--- src/rtl/muldiv_pkg.sv ---
// muldiv_pkg: shared definitions for the iterative RV32M multiply/divide unit.
//   - funct3 encodings of the eight RV32M operations
//   - FSM state enum
//   - iteration count and signed-overflow dividend constant
//   - operand signedness helpers derived from funct3
package muldiv_pkg;

  localparam logic [2:0] FUNCT3_MUL    = 3'b000;
  localparam logic [2:0] FUNCT3_MULH   = 3'b001;
  localparam logic [2:0] FUNCT3_MULHSU = 3'b010;
  localparam logic [2:0] FUNCT3_MULHU  = 3'b011;
  localparam logic [2:0] FUNCT3_DIV    = 3'b100;
  localparam logic [2:0] FUNCT3_DIVU   = 3'b101;
  localparam logic [2:0] FUNCT3_REM    = 3'b110;
  localparam logic [2:0] FUNCT3_REMU   = 3'b111;

  localparam int          ITER_COUNT   = 32;
  localparam logic [31:0] OVF_DIVIDEND = 32'h8000_0000;

  typedef enum logic [1:0] {
    IDLE = 2'd0,
    CALC = 2'd1,
    FIX  = 2'd2,
    DONE = 2'd3
  } state_t;

  // Operand 1 is signed for MUL, MULH, MULHSU, DIV and REM.
  function automatic logic op1_signed(input logic [2:0] f);
    logic s;
    case (f)
      FUNCT3_MUL, FUNCT3_MULH, FUNCT3_MULHSU,
      FUNCT3_DIV, FUNCT3_REM:                 s = 1'b1;
      default:                                s = 1'b0;
    endcase
    return s;
  endfunction

  // Operand 2 is signed for MUL, MULH, DIV and REM (not MULHSU).
  function automatic logic op2_signed(input logic [2:0] f);
    logic s;
    case (f)
      FUNCT3_MUL, FUNCT3_MULH,
      FUNCT3_DIV, FUNCT3_REM:  s = 1'b1;
      default:                 s = 1'b0;
    endcase
    return s;
  endfunction

endpackage

--- src/rtl/muldiv_sign_fix.sv ---
// muldiv_sign_fix: combinational conditional two's-complement negate.
//   Used as absolute-value logic (is_signed=1, force_neg=0: negates when the
//   MSB is set) and as the final sign correction (is_signed=0, force_neg=flag).
// Ports:
//   value     in  W  input word
//   is_signed in  1  treat value as signed; negative values are negated
//   force_neg in  1  negate unconditionally
//   fixed     out W  corrected word
module muldiv_sign_fix #(
  parameter int W = 32
) (
  input  logic [W-1:0] value,
  input  logic         is_signed,
  input  logic         force_neg,
  output logic [W-1:0] fixed
);

  logic do_neg_s;

  // Negate either on request or when a signed value is negative.
  always_comb begin
    do_neg_s = force_neg | (is_signed & value[W-1]);
    if (do_neg_s) begin
      fixed = (~value) + W'(1'b1);
    end else begin
      fixed = value;
    end
  end

endmodule

--- src/rtl/alu_muldiv_unit.sv ---
// alu_muldiv_unit: iterative RV32M multiply/divide unit (execute stage).
//   Shift-add multiply and restoring divide, one step per cycle, followed by
//   a sign-fix cycle. Divide-by-zero and signed overflow finish immediately.
// Ports:
//   clk        in  1     clock
//   rst_n      in  1     asynchronous active-low reset
//   start      in  1     request strobe, accepted only in IDLE
//   kill       in  1     flush; aborts any operation, no done
//   funct3     in  3     RV32M operation select
//   alu_data_1 in  XLEN  rs1 / multiplicand / dividend
//   alu_data_2 in  XLEN  rs2 / multiplier / divisor
//   busy       out 1     operation in progress (CALC or FIX)
//   done       out 1     one-cycle completion pulse
//   result     out XLEN  registered result, held until next request
module alu_muldiv_unit
  import muldiv_pkg::*;
#(
  parameter int XLEN = 32
) (
  input  logic            clk,
  input  logic            rst_n,
  input  logic            start,
  input  logic            kill,
  input  logic [2:0]      funct3,
  input  logic [XLEN-1:0] alu_data_1,
  input  logic [XLEN-1:0] alu_data_2,
  output logic            busy,
  output logic            done,
  output logic [XLEN-1:0] result
);

  localparam int              CNT_W    = $clog2(XLEN);
  localparam logic [CNT_W-1:0] CNT_LAST = CNT_W'(XLEN - 1);

  state_t              state_r, state_next_s;
  logic [CNT_W-1:0]    cnt_r;
  logic [2:0]          f3_r;
  logic [2*XLEN-1:0]   acc_r;        // {hi, lo}: product, or {remainder, quotient}
  logic [XLEN-1:0]     op_r;         // multiplicand or divisor magnitude
  logic                res_neg_r;    // negate product / quotient in FIX
  logic                rem_neg_r;    // negate remainder in FIX
  logic                busy_r, done_r;
  logic [XLEN-1:0]     result_r;

  logic                a_signed_s, b_signed_s, a_neg_s, b_neg_s;
  logic [XLEN-1:0]     abs_a_s, abs_b_s;
  logic                div_zero_s, ovf_s, special_s, accept_s;
  logic [XLEN-1:0]     special_val_s;
  logic [2*XLEN-1:0]   step_s;
  logic [XLEN:0]       sum_s, shifted_s, diff_s;
  logic [2*XLEN-1:0]   prod_fixed_s;
  logic [XLEN-1:0]     quo_fixed_s, rem_fixed_s, fix_word_s;
  logic                busy_next_s, done_next_s;

  // Operand magnitudes for the iteration.
  muldiv_sign_fix #(.W(XLEN)) u_abs_a (
    .value     (alu_data_1),
    .is_signed (a_signed_s),
    .force_neg (1'b0),
    .fixed     (abs_a_s)
  );

  muldiv_sign_fix #(.W(XLEN)) u_abs_b (
    .value     (alu_data_2),
    .is_signed (b_signed_s),
    .force_neg (1'b0),
    .fixed     (abs_b_s)
  );

  // Sign corrections applied in FIX.
  muldiv_sign_fix #(.W(2*XLEN)) u_fix_prod (
    .value     (acc_r),
    .is_signed (1'b0),
    .force_neg (res_neg_r),
    .fixed     (prod_fixed_s)
  );

  muldiv_sign_fix #(.W(XLEN)) u_fix_quo (
    .value     (acc_r[XLEN-1:0]),
    .is_signed (1'b0),
    .force_neg (res_neg_r),
    .fixed     (quo_fixed_s)
  );

  muldiv_sign_fix #(.W(XLEN)) u_fix_rem (
    .value     (acc_r[2*XLEN-1:XLEN]),
    .is_signed (1'b0),
    .force_neg (rem_neg_r),
    .fixed     (rem_fixed_s)
  );

  // Request decode: signedness, special cases and their immediate result.
  always_comb begin
    a_signed_s = op1_signed(funct3);
    b_signed_s = op2_signed(funct3);
    a_neg_s    = a_signed_s & alu_data_1[XLEN-1];
    b_neg_s    = b_signed_s & alu_data_2[XLEN-1];
    div_zero_s = funct3[2] && (alu_data_2 == {XLEN{1'b0}});
    ovf_s      = ((funct3 == FUNCT3_DIV) || (funct3 == FUNCT3_REM)) &&
                 (alu_data_1 == OVF_DIVIDEND) && (alu_data_2 == {XLEN{1'b1}});
    special_s  = div_zero_s | ovf_s;
    accept_s   = (state_r == IDLE) && start && !kill;
    // funct3[1] distinguishes REM/REMU from DIV/DIVU.
    if (div_zero_s) begin
      special_val_s = funct3[1] ? alu_data_1 : {XLEN{1'b1}};
    end else if (ovf_s) begin
      special_val_s = funct3[1] ? {XLEN{1'b0}} : OVF_DIVIDEND;
    end else begin
      special_val_s = {XLEN{1'b0}};
    end
  end

  // One multiply or restoring-divide step on the accumulator.
  always_comb begin
    sum_s     = {1'b0, acc_r[2*XLEN-1:XLEN]} +
                (acc_r[0] ? {1'b0, op_r} : {(XLEN+1){1'b0}});
    shifted_s = {acc_r[2*XLEN-1:XLEN], acc_r[XLEN-1]};
    diff_s    = shifted_s - {1'b0, op_r};
    if (f3_r[2]) begin
      // No borrow means the shifted remainder covers the divisor.
      if (!diff_s[XLEN]) begin
        step_s = {diff_s[XLEN-1:0], acc_r[XLEN-2:0], 1'b1};
      end else begin
        step_s = {shifted_s[XLEN-1:0], acc_r[XLEN-2:0], 1'b0};
      end
    end else begin
      step_s = {sum_s, acc_r[XLEN-1:1]};
    end
  end

  // Select the corrected result word for the latched operation.
  always_comb begin
    case (f3_r)
      FUNCT3_MUL:                             fix_word_s = prod_fixed_s[XLEN-1:0];
      FUNCT3_MULH, FUNCT3_MULHSU, FUNCT3_MULHU: fix_word_s = prod_fixed_s[2*XLEN-1:XLEN];
      FUNCT3_DIV, FUNCT3_DIVU:                fix_word_s = quo_fixed_s;
      FUNCT3_REM, FUNCT3_REMU:                fix_word_s = rem_fixed_s;
      default:                                fix_word_s = {XLEN{1'b0}};
    endcase
  end

  // Next-state and next-output logic; kill overrides every transition.
  always_comb begin
    state_next_s = state_r;
    if (kill) begin
      state_next_s = IDLE;
    end else begin
      case (state_r)
        IDLE: begin
          if (accept_s) begin
            state_next_s = special_s ? DONE : CALC;
          end else begin
            state_next_s = IDLE;
          end
        end
        CALC: begin
          if (cnt_r == CNT_LAST) begin
            state_next_s = FIX;
          end else begin
            state_next_s = CALC;
          end
        end
        FIX:     state_next_s = DONE;
        DONE:    state_next_s = IDLE;
        default: state_next_s = IDLE;
      endcase
    end
    busy_next_s = (state_next_s == CALC) || (state_next_s == FIX);
    done_next_s = (state_next_s == DONE);
  end

  // State register.
  always_ff @(posedge clk or negedge rst_n) begin
    if (!rst_n) begin
      state_r <= IDLE;
    end else begin
      state_r <= state_next_s;
    end
  end

  // Datapath, counter and registered outputs.
  always_ff @(posedge clk or negedge rst_n) begin
    if (!rst_n) begin
      cnt_r     <= {CNT_W{1'b0}};
      f3_r      <= 3'b000;
      acc_r     <= {(2*XLEN){1'b0}};
      op_r      <= {XLEN{1'b0}};
      res_neg_r <= 1'b0;
      rem_neg_r <= 1'b0;
      busy_r    <= 1'b0;
      done_r    <= 1'b0;
      result_r  <= {XLEN{1'b0}};
    end else begin
      busy_r <= busy_next_s;
      done_r <= done_next_s;
      case (state_r)
        IDLE: begin
          if (accept_s) begin
            f3_r      <= funct3;
            cnt_r     <= {CNT_W{1'b0}};
            res_neg_r <= a_neg_s ^ b_neg_s;
            rem_neg_r <= a_neg_s;
            if (funct3[2]) begin
              acc_r <= {{XLEN{1'b0}}, abs_a_s};
              op_r  <= abs_b_s;
            end else begin
              acc_r <= {{XLEN{1'b0}}, abs_b_s};
              op_r  <= abs_a_s;
            end
            if (special_s) begin
              result_r <= special_val_s;
            end
          end
        end
        CALC: begin
          if (!kill) begin
            acc_r <= step_s;
            cnt_r <= cnt_r + CNT_W'(1'b1);
          end
        end
        FIX: begin
          if (!kill) begin
            result_r <= fix_word_s;
          end
        end
        default: begin
        end
      endcase
    end
  end

  assign busy   = busy_r;
  assign done   = done_r;
  assign result = result_r;

endmodule

--- config.mk ---
export PLATFORM = sky130hd
export DESIGN_NAME = alu_muldiv_unit
export DESIGN_NICKNAME = d
export VERILOG_FILES = /design/src/rtl/muldiv_pkg.sv /design/src/rtl/muldiv_sign_fix.sv /design/src/rtl/alu_muldiv_unit.sv
export SDC_FILE = /design/constraint.sdc
export NUM_CORES = 1
export LEC_CHECK = 0
export ABC_AREA = 1
export CORE_ASPECT_RATIO = 1.2
export CORE_MARGIN = 8
export CORE_UTILIZATION = 30
export CTS_CLUSTER_DIAMETER = 50
export DETAILED_ROUTE_END_ITERATION = 8
export DONT_BUFFER_PORTS = 1
export HOLD_SLACK_MARGIN = 0.15
export PLACE_DENSITY = 0.48
export SYNTH_ARGS = -nofsm -noshare
export SYNTH_HDL_FRONTEND = slang
export SYNTH_SLANG_ARGS = --single-unit
--- constraint.sdc ---
create_clock -name clk -period 2.9 [get_ports clk]
set_input_delay 0.58 -clock clk [delete_from_list [all_inputs] [get_ports clk]]
set_output_delay 0.58 -clock clk [all_outputs]
set_load 0.005 [all_outputs]
After elaboration in Yosys (flattened, before gate mapping). Index checks and enable logic that the tools add are counted.

Flip-flop bits (word level): 142. Word-level logic and storage cells: 105.

$add $sub $neg: 8. Equality and inequality tests: 24. Multiplexer cells: 32. Bitwise operators: 9. Reductions and logical operators: 22.

Operators with widths (count): $mux W32 (14); $mux W64 (5); $add A32 B1 Y32 const B (4); $not A32 Y32 (4); $pmux W32 S4 (1); $pmux W64 S2 (1); $add A64 B1 Y64 const B (1); $eq A32 B32 Y1 const B (2); $not A64 Y64 (1); $pmux W32 S2 (1); $add A32 B32 Y33 (1); $sub A33 B32 Y33 (1); $logic_not A32 Y1 (1); $eq A3 B3 Y1 const B (6); $mux W5 (2); $pmux W5 S2 (1); $eq A3 B2 Y1 const B (3); $eq A2 B2 Y1 const B (4); $mux W2 (4); $ne A2 B2 Y1 const B (4); $pmux W2 S4 (1); $eq A3 B1 Y1 const B (2); $logic_not A3 Y1 (2); $add A5 B1 Y5 const B (1); 18 further kinds (28).

Logic depth before layout (Yosys ltp).
Word-level depth: 11. Depth in mapped cells: 22. Gate-level depth less buffers: 20.

By module. Synthesis repeated with hierarchy kept, for this count alone.

Cell total of the unflattened synthesis: 3710. Area, all modules: 20708.6 sq um.

Modules (own cells, without submodules): alu_muldiv_unit (instances 1, cells an instance 2253, area an instance 13679.4 sq um); muldiv_sign_fix at u_abs_a ... (instances 4, cells an instance 240, area an instance 1151.1 sq um); muldiv_sign_fix at u_fix_prod (instances 1, cells an instance 497, area an instance 2424.8 sq um).

Worst setup path before layout. Ideal clock, no wire load.

Path type: reg-to-reg. From: reg acc_r[0]. To: reg acc_r[53]. Setup time: 116 ps. Data arrival time: 2449 ps. Required time: 2784 ps. Slack: 335 ps. Cell stages (with the launch flop): 20. Buffers on the path: 2. Clock period less this slack: 2565 ps. Cell sequence: dfrtp_1 buf_2 clkbuf_1 nand2_1 inv_1 ha_1 inv_1 fa_1 inv_1 nand3_1 nand2_1 inv_1 o21ai_0 nand3_1 nand4_1 nand3_1 nand2_1 inv_1 nand2_1 nand2_1.

Longest elaborated chain between the ends: 5.

Ends and longest elaborated chain: from (decl) (RTL line alu_muldiv_unit.sv:38) `logic [2*XLEN-1:0] acc_r;`; from (signal assigned) (RTL line alu_muldiv_unit.sv:186) `acc_r <= {(2*XLEN){1'b0}};`; from (signal assigned) (RTL line alu_muldiv_unit.sv:204) `acc_r <= {{XLEN{1'b0}}, abs_a_s};`; from (signal assigned) (RTL line alu_muldiv_unit.sv:207) `acc_r <= {{XLEN{1'b0}}, abs_b_s};`; $mux W32 (RTL line alu_muldiv_unit.sv:116) `(acc_r[0] ? {1'b0, op_r} : {(XLEN+1){1'b0}});`; $add A32 B32 Y33 (RTL line alu_muldiv_unit.sv:115) `sum_s = {1'b0, acc_r[2*XLEN-1:XLEN]} +`; $mux W64 (RTL line alu_muldiv_unit.sv:119) `if (f3_r[2]) begin`; $mux W64 (RTL line alu_muldiv_unit.sv:216) `if (!kill) begin`; $pmux W64 S2 (RTL line alu_muldiv_unit.sv:196) `case (state_r)`.

Every way passes these cells. The select of a mux whose other input is x is not followed. A chain may end at the register's enable or synchronous reset.

Final worst setup path.
From: reg acc_r[0]. To: reg acc_r[56].

Same word-level chain as after synthesis.

==> flow_metrics.py <==
metrics = {
    "global_route": {
        "grt-ovfl-total": 0,
        "grt_use_total": 0.263,
        "grt_pass1_vias": 21239,
        "antenna_found_initial": 0,
        "grt_use_met3": 0.0418,
        "grt_max_degree": 143,
        "grt_pass1_wl_um": 135000,
        "grtUsageMet2": 0.445,
        "top_usage_layer": "met2",
        "grt_use_met1": 0.296,
    },
    "run_status": {
        "violations": "negative hold slack",
        "status": "finished with violations",
    },
    "pwr": {
        "powerDensity_nw_per_um2": 1100,
        "ir_drop_mv": 0.615,
        "totalPowerFinal_uw": 22300,
        "power_leakage_uw": 0.0106,
    },
    "die": {
        "core-area_um2": 60300,
        "initial_core_util": 0.301,
        "num_rows": 99,
        "io_pins": 105,
        "die_area_um2": 68700,
        "die_h_um": 285,
        "fp.dieW_um": 241,
    },
    "worst_setup_path": {
        "start_kind": "flop",
        "critPathMaxFanout": 26,
        "worstPathArrival_ns": 3.11,
        "slowest_stage": "dfrtp_1",
        "crit_type": "reg2reg",
        "cp_top_family": "simple AND/OR/NAND/NOR gates",
        "crit_buf_inv": 4,
        "critPathCaptureType": "flop",
        "critPathMaxStageDelay_ns": 0.42,
        "cp.required_ns": 3.27,
        "crit_chain": "buf_12 > nand2_1 > inv_1 > ha_1 > nand2_1 > nor2_1 > inv_1 > nor3_1 > nand3_1 > nand3_1 > nand3_1 > nand2_1 > inv_1 > nand2_1 > nand2_1",
        "path_common_cell": "nand2_1",
    },
    "route": {
        "drt_iter0_markers": 1920,
        "drc": 0,
        "vias": 21589,
        "vias_per_cell": 5.24,
        "routed_wl_um": 91200,
        "dr.pass1.iters": 7,
        "ant_nets": 0,
        "avgRoutedWirePerCell_um": 22.2,
    },
    "sta": {
        "fin_crit_sh": 0.946,
        "whs_ns": -0.208,
        "period_minus_slack_ns": 2.74,
        "fmax_mhz": 365,
        "setup_violations": 0,
        "worst_pin_slew_ns": 0.984,
        "hold_violations": 142,
        "final.setup_skew_ns": 0.0318,
        "maxSlewViolCount": 0,
        "slew_headroom": 0.344,
    },
    "logic_synthesis": {
        "synth-async-reset-ratio": 1.00,
        "synth.avg_cell_area_um2": 5.55,
        "ys_ff_latch": 142,
        "syn_inst": 3269,
        "synth.area.top_cells": "nand2_1 23%, dfrtp_1 20%, inv_1 8.9%, nand3_1 8.5%, nor2_1 7.9%",
        "synth_nets": 3414,
        "synth_most_common_cell": "nand2_1",
        "ys_seq_area_frac": 0.196,
        "yosysTopAreaCell": "nand2_1",
        "synth-main-ff-cell": "dfrtp_1",
        "netlist.area_leader.share": 0.227,
        "synth.distinct_cells": 52,
        "synth_commonest_cells": "1097 x nand2_1, 430 x inv_1, 381 x nor2_1",
        "syn_area_um2": 18200,
        "synth_edf_count": 0,
        "ys_warn_count": 0,
    },
    "placement": {
        "io_buffer_count": 0,
        "place_congestion": 0.997,
        "dp_hpwl_um": 75700,
        "dp.cells": 4084,
        "placed_area_um2": 19600,
    },
    "cts": {
        "root_buffer": "clkbuf_16",
        "clock_latency_ns": 0.50,
        "cts_sinks": 142,
        "cts_max_level": 4,
        "clockBufferDepth": 2,
        "cts_tree": "built",
        "cts_buffers": 17,
        "clkTransAtPathRegs_ns": 0.09,
    },
    "final_layout": {
        "fillers": 7026,
        "syn_to_final_growth_pct": 11.7,
        "fin_cells": 4117,
        "fin_nets": 3441,
        "stdcell_area_um2": 20300,
        "layout-drive-gt1-share": 0.0704,
    },
    "job": {
        "drv_cap": 0,
    },
    "min_path": {
        "hold_class": "in2async",
    },
}
registers in the layout, summed over array words and instances (netlist names):
name,cells
acc_r,64
op_r,32
result,32
cnt_r,5
f3_r,3
state_r,2
busy,1
done,1
rem_neg_r,1
res_neg_r,1
cell type report:
type | instances | area (um^2) | area share
clock buffer | 18 | 439 | 0.0217
antenna | 1 | 2.50 | 0.000123
inverter | 451 | 1690 | 0.0835
sequential | 142 | 3560 | 0.176
timing repair buffer | 115 | 913 | 0.0451
clock inverter | 13 | 178 | 0.00877
tap | 808 | 1010 | 0.0499
multi-input combinational | 2569 | 12500 | 0.615
per-layer routing:
metal,wire length [um],part of all wire
met3,4920,0.054
met1,35100,0.38
met2,43300,0.47
met4,7960,0.087
met5,0,0
cell usage in the layout (no fill, tap or decap), types with 22 or more instances in the layout:
cell type / Yosys / layout
dfrtp_1: 142 / 139
nor2_1: 381 / 379
xor2_1: 51 / 51
buf_4: 4 / 111
ha_1: 72 / 70
nand3b_1: 22 / 22
o21ai_1: 23 / 24
inv_1: 430 / 430
nand3_1: 307 / 304
o211ai_1: 22 / 22
xnor2_1: 25 / 25
a21oi_1: 168 / 163
nand2_1: 1097 / 1096
o21ai_0: 185 / 183
nor3_1: 33 / 33
nand4_1: 35 / 35
final timing paths:
kind                            depth (start not counted)  slack [ns]                      to                  from
worst max register to register                         15        0.16   acc_r[56]$_DFFE_PN0P_  acc_r[0]$_DFFE_PN0P_
worst max-delay path                                   15        0.16   acc_r[56]$_DFFE_PN0P_  acc_r[0]$_DFFE_PN0P_
max in group asynchronous                               0        2.66  result[14]$_DFFE_PN0P_                 rst_n
min in group clk                                        1        0.18    state_r[0]$_DFF_PN0_                  kill
worst min register to register                          1        0.51    cnt_r[4]$_DFFE_PN0P_  cnt_r[4]$_DFFE_PN0P_
worst min-delay path                                    0       -0.21   acc_r[62]$_DFFE_PN0P_                 rst_n
through the flow:
step	util	setup WS (ns)	hold slack, ns	setup TNS, ns
floorplan	-	0.335	0.284	0
global placement	0.325	0.0669	0.312	0
detailed placement	0.325	0.0938	0.312	0
CTS	0.335	0.0526	-0.233	0
global route	0.336	-0.00303	-0.225	-0.00303
finish	0.336	0.157	-0.208	0
power by group:
part	switching [uW]	internal [uW]	leakage, uW
Clock	1080	1390	0.000297
Sequential	1180	2760	0.00178
Combinational	10900	4960	0.00852
repair_timing:
item / CTS / global route
resized for setup: 0 / 17
setup endpoints to repair: 0 / 20
endpoints found under the hold margin: 142 / 142
setup buffers: 0 / 1
cell families (layout without fill, tap and decap cells):
logic type | Yosys count | in the layout | synth area share
compound gates | 489 | 489 | 0.151
buf+inv | 558 | 597 | 0.121
flops | 142 | 142 | 0.196
xor+xnor | 77 | 77 | 0.0376
simple gates | 1929 | 1929 | 0.443
fa+ha+maj | 74 | 74 | 0.0518
other cells | 0 | 1 | 0
(Power assumes the default switching activity.)
